$ cat config.mk
export PLATFORM = sky130hd
export DESIGN_NAME = cpu_boot_loader
export DESIGN_NICKNAME = d
export VERILOG_FILES = /design/src/rtl/cpu_pkg.sv /design/src/rtl/loader_addr_counter.sv /design/src/rtl/cpu_boot_loader.sv
export SDC_FILE = /design/constraint.sdc
export NUM_CORES = 1
export LEC_CHECK = 0
export BUFFER_PORTS_ARGS = -buffer_cell sky130_fd_sc_hd__buf_2
export CAP_MARGIN = 20
export CORE_AREA = 3 3 90 92
export DETAILED_ROUTE_END_ITERATION = 10
export DIE_AREA = 0 0 93 95
export PLACE_DENSITY = 0.74
export SYNTH_ARGS = -nofsm -noshare
export SYNTH_HDL_FRONTEND = slang
export SYNTH_SLANG_ARGS = --single-unit
export TNS_END_PERCENT = 5
$ cat constraint.sdc
create_clock -name clk -period 2.7 [get_ports clk]
set_input_delay 0.54 -clock clk [delete_from_list [all_inputs] [get_ports clk]]
set_output_delay 0.54 -clock clk [all_outputs]
set_load 0.01 [all_outputs]
$ cat src/rtl/cpu_pkg.sv
// Shared definitions for the CPU boot loader: state encoding and width defaults.
package cpu_pkg;
    localparam int DATA_W_DEF    = 32;
    localparam int ADDR_STEP_DEF = 4;

    typedef enum logic [2:0] {
        IDLE,
        LOAD_I,
        LOAD_D,
        VERIFY_RD,
        VERIFY_CMP,
        RUN,
        ERR
    } loader_state_t;
endpackage

$ cat src/rtl/loader_addr_counter.sv
// Per-section word index with byte-address and terminal-count outputs.
module loader_addr_counter #(
    parameter int MAX_WORDS = 512,
    parameter int ADDR_STEP = 4
) (
    input  logic        clk,
    input  logic        arst_n,
    input  logic        clr,
    input  logic        inc,
    output logic [31:0] addr,
    output logic        full
);
    localparam int IW = $clog2(MAX_WORDS + 1);

    logic [IW-1:0] idx;

    always_ff @(posedge clk or negedge arst_n) begin
        if (!arst_n)  idx <= '0;
        else if (clr) idx <= '0;
        else if (inc) idx <= idx + 1'b1;
    end

    assign full = (idx == IW'(MAX_WORDS));
    assign addr = 32'(idx) * 32'(ADDR_STEP);
endmodule

$ cat src/rtl/cpu_boot_loader.sv
// Streams section 0 into imem and section 1 into dmem, then enables the CPU.
// Optional write readback verification: define LOADER_READBACK_EN.
module cpu_boot_loader
    import cpu_pkg::*;
#(
    parameter int DATA_W     = DATA_W_DEF,
    parameter int IMEM_WORDS = 512,
    parameter int DMEM_WORDS = 1024,
    parameter int ADDR_STEP  = ADDR_STEP_DEF
) (
    input  logic              clk,
    input  logic              arst_n,
    input  logic              start,
    input  logic              halt,
    input  logic              s_valid,
    output logic              s_ready,
    input  logic [DATA_W-1:0] s_data,
    input  logic              s_last,
    output logic [31:0]       addr_ext,
    output logic              wen_ext,
    output logic              ren_ext,
    output logic [DATA_W-1:0] wdata_ext,
    input  logic [DATA_W-1:0] rdata_ext,
    output logic [31:0]       addr_ext_2,
    output logic              wen_ext_2,
    output logic              ren_ext_2,
    output logic [DATA_W-1:0] wdata_ext_2,
    input  logic [DATA_W-1:0] rdata_ext_2,
    output logic              cpu_enable,
    output logic              busy,
    output logic              err
);
    loader_state_t state_q, state_d;

    logic        accept, start_ok, ovf, mismatch;
    logic        wr_i, wr_d, rd_i, rd_d, full_i, full_d;
    logic [31:0] addr_i, addr_d, rb_addr;

    // Halt takes priority over a word presented in the same cycle, so no partial write.
    assign s_ready  = (state_q == LOAD_I || state_q == LOAD_D) && !halt;
    assign accept   = s_valid && s_ready;
    assign start_ok = (state_q == IDLE) && start && !halt;
    assign wr_i     = accept && (state_q == LOAD_I) && !full_i;
    assign wr_d     = accept && (state_q == LOAD_D) && !full_d;
    assign ovf      = accept && ((state_q == LOAD_I) ? full_i : full_d);

    loader_addr_counter #(.MAX_WORDS(IMEM_WORDS), .ADDR_STEP(ADDR_STEP)) u_cnt_i (
        .clk(clk), .arst_n(arst_n), .clr(start_ok), .inc(wr_i), .addr(addr_i), .full(full_i)
    );
    loader_addr_counter #(.MAX_WORDS(DMEM_WORDS), .ADDR_STEP(ADDR_STEP)) u_cnt_d (
        .clk(clk), .arst_n(arst_n), .clr(start_ok), .inc(wr_d), .addr(addr_d), .full(full_d)
    );

`ifdef LOADER_READBACK_EN
    logic [DATA_W-1:0] rb_data;
    logic              rb_last, rb_sec;

    always_ff @(posedge clk or negedge arst_n) begin
        if (!arst_n) begin
            rb_addr <= '0;
            rb_data <= '0;
            rb_last <= 1'b0;
            rb_sec  <= 1'b0;
        end else if (wr_i || wr_d) begin
            rb_addr <= wr_i ? addr_i : addr_d;
            rb_data <= s_data;
            rb_last <= s_last;
            rb_sec  <= wr_d;
        end
    end

    assign rd_i     = (state_q == VERIFY_RD) && !rb_sec;
    assign rd_d     = (state_q == VERIFY_RD) && rb_sec;
    assign mismatch = (state_q == VERIFY_CMP) && ((rb_sec ? rdata_ext_2 : rdata_ext) != rb_data);
`else
    logic unused_rdata;
    assign unused_rdata = ^{rdata_ext, rdata_ext_2};
    assign rb_addr      = '0;
    assign rd_i         = 1'b0;
    assign rd_d         = 1'b0;
    assign mismatch     = 1'b0;
`endif

    always_ff @(posedge clk or negedge arst_n) begin
        if (!arst_n) state_q <= IDLE;
        else         state_q <= state_d;
    end

    always_comb begin
        state_d = state_q;
        unique case (state_q)
            IDLE:   if (start_ok) state_d = LOAD_I;
            LOAD_I, LOAD_D: begin
                if (halt)     state_d = IDLE;
                else if (ovf) state_d = ERR;
                else if (accept) begin
`ifdef LOADER_READBACK_EN
                    state_d = VERIFY_RD;
`else
                    if (s_last) state_d = (state_q == LOAD_I) ? LOAD_D : RUN;
`endif
                end
            end
`ifdef LOADER_READBACK_EN
            VERIFY_RD:  state_d = halt ? IDLE : VERIFY_CMP;
            VERIFY_CMP: begin
                if (halt)          state_d = IDLE;
                else if (mismatch) state_d = ERR;
                else if (rb_last)  state_d = rb_sec ? RUN : LOAD_D;
                else               state_d = rb_sec ? LOAD_D : LOAD_I;
            end
`endif
            RUN, ERR: if (halt) state_d = IDLE;
            default: state_d = IDLE;
        endcase
    end

    always_ff @(posedge clk or negedge arst_n) begin
        if (!arst_n)              err <= 1'b0;
        else if (start_ok)        err <= 1'b0;
        else if (ovf || mismatch) err <= 1'b1;
    end

    assign wen_ext     = wr_i;
    assign ren_ext     = rd_i;
    assign wdata_ext   = wr_i ? s_data : '0;
    assign addr_ext    = wr_i ? addr_i : (rd_i ? rb_addr : 32'd0);
    assign wen_ext_2   = wr_d;
    assign ren_ext_2   = rd_d;
    assign wdata_ext_2 = wr_d ? s_data : '0;
    assign addr_ext_2  = wr_d ? addr_d : (rd_d ? rb_addr : 32'd0);

    assign cpu_enable  = (state_q == RUN);
    assign busy        = (state_q == LOAD_I) || (state_q == LOAD_D) ||
                         (state_q == VERIFY_RD) || (state_q == VERIFY_CMP);
endmodule
==> qor.txt <==
Post-synth EDFFs: 0
Hold/Removal Path Class: in -> async
synth top area cells: dfrtp_1 (26%), and3_1 (21%), buf_4 (14%), nor2_1 (3.7%), clkbuf_1 (3.1%)
ant diodes: 0
Setup TNS: 0 ps
Syn Area/Cell: 7.72 sq um
commonest non-fill, non-tap cells in the layout: buf_2 (128), and3_1 (83), conb_1 (45)
Clock Skews: 3.17 ps
CTS Root Cell: clkbuf_8
most common cell after layout, fill and taps aside: buf_2
routed vias: 2,471
Clock Tree Buf Depth: 2
Synth area leader: dfrtp_1
GPL Wtd Cong: 0.824
boundary pin count: 238
worst-margin pin slew: 567 ps
total global routing overflow: 0
Final nets: 535
WS Path Type: reg -> out
crit path max fanout: 39
Final Slew Violations: 0
total power draw: 1280 uW
Gate Count Post-Synth: 313
Seq/Total Area, Yosys: 25.9%
largest stage delay on the critical path: 520 ps
crit path cell chain: nor4_1, nand3_2, buf_12, and3_1, buf_2
Slew headroom: 62.2%
FF+latch count, synth: 25
# setup viols final: 0
crit start category: flop
global-route wire length before repair: 10.1 mm
postcts setup bufs: 0
slowest library cell on the worst path: nor4_1
WP data arrival: 2040 ps
Starting Density: 33.1%
RSZ-0062 raised after global routing: no
Total GRT Usage: 13.7%
Max Cap Viol: 0
Async SR Flop Fraction: 100%
DRC errors left: 0
dpl hpwl: 5.17 mm
Fin. Hold Viols: 0
vias in the first global route: 2,051
layout cells sized above 1: 34.6%
Mapped Area: 2420 sq um
peak supply drop: 0.000246 V
largest net degree at the start of global routing: 51
clk sinks: 25
critical path data required time: 2160 ps
worst skew pair latency: 260 ps
Yosys warning total: 0
Die Y: 95 microns
Die W: 93 microns
Distinct cells, synth: 39
I/O Buffers: 128
Tcrit/Tclk final: 95.7%
Vias/cell: 4.69
critical path endpoint category: primary output
max frequency: 0.387 GHz
Power Density: 415 nW/um^2
final wirelength: 6.97 mm
Num CTS Buffers: 3
Wirelength per Cell: 13.2 microns
Area Growth Syn to Fin: 27.2%
H-tree levels: 1
Lkg Pwr: 0.00198 uW
Core ar.: 7290 sq um
DR pass1 iterations: 4
initial antenna violation count: 0
DRT iter0 DRCs: 132
ys flop type: dfrtp_1
Routed Antenna Nets: 0
status: completed
CTS tree: built
FP Rows: 31
clock slew at reported path FFs: 90 ps
post-synth top area share: 25.9%
post-route minimum period: 2580 ps
die area: 8840 sq um
==> area by class of cell <==
| class | count | area (sq um) |
|---|---|---|
| Tap cell | 99 | 124 |
| Clock buffer | 4 | 45.0 |
| Multi-Input combinational cell | 257 | 1520 |
| Fill cell | 758 | 4220 |
| Inverter | 7 | 26.3 |
| Timing Repair Buffer | 135 | 731 |
| Sequential cell | 25 | 626 |
==> Yosys cell counts, types with 4 or more instances <==
master    count
a21oi_1       8
and2_1        9
and3_1       83
buf_4        45
clkbuf_1     20
dfrtp_1      25
ha_1          4
inv_1         7
nand2_1       8
nand2b_1      4
nand3_1      11
nand4_1       8
nor2_1       24
nor3_1        4
nor4_1        4
o21ai_0       6
xnor2_1       6
xor2_1        8
==> critical path, delay by kind of cell (launching register included) <==
kind	cells	cell delay, ps
simple gates	3	970
buf+inv	2	360
flops	1	430
==> where the power goes <==
group	leakage, uW	total, uW	internal (uW)	switching, uW
registers	0.000344	486	415	71.3
logic	0.00162	568	249	319
clock network	0.0000228	222	105	116
==> state kept, by name, summed over array words and instances (netlist names) <==
name	cells
err	1
u_cnt_i.idx	10
u_cnt_d.idx	11
state_q	3
==> logic make-up (layout without fill, tap and decap cells) <==
group	Yosys count	count (layout)	share of synthesized area, %
buffers and inverters	75	146	18.8
other	1	45	0.155
adder cells (fa/ha/maj)	4	4	2.07
XOR/XNOR	14	14	5.08
AO/OA/AOI/OAI	20	20	5.02
multiplexers	3	3	1.29
flip-flops	25	25	25.9
AND/OR/NAND/NOR	171	171	41.7
==> stage by stage <==
| stage | hold WS [ps] | area, sq um | std cells | worst slack, ps | utilization [%] |
|---|---|---|---|---|---|
| after detailed placement | 491 | 3020 | 523 | 166 | 41.4 |
| after floorplan | 244 | 2580 | 357 | 246 | - |
| after CTS | 282 | 3070 | 527 | 51.8 | 42.1 |
| after global routing | 290 | 3070 | 527 | 15.5 | 42.1 |
| final | 257 | 3070 | 527 | 117 | 42.1 |
| after global placement | 482 | 3020 | 523 | 171 | 41.4 |
==> path summary, 6_finish.rpt <==
path	startpoint	end	slack [ps]	depth (start not counted)
min	arst_n	u_cnt_i.idx[8]	260	1
max in group asynchronous	arst_n	u_cnt_d.idx[1]	2070	1
max	u_cnt_d.idx[9]	wdata_ext_2[18]	120	5
min in group clk	err	err	510	2
max reg2reg	state_q[2]	u_cnt_i.idx[6]	520	6
min reg2reg	err	err	510	2
==> what timing repair did <==
action / 4_1_cts / 5_1_grt
setup endpoints to repair: 37 / 26
resized for setup: 1 / 1
cloned: 0 / 0
hold buffers: 0 / 0
==> routing by layer <==
metal	GRT usage [%]	part of all wire, %	vias to the layer above
li1	-	-	1223
met1	19.3	44	1157
met2	23.2	50	91
met3	2.55	5.8	0
met4	0.366	0	0
met5	0	0	-
(Power assumes the default switching activity.)
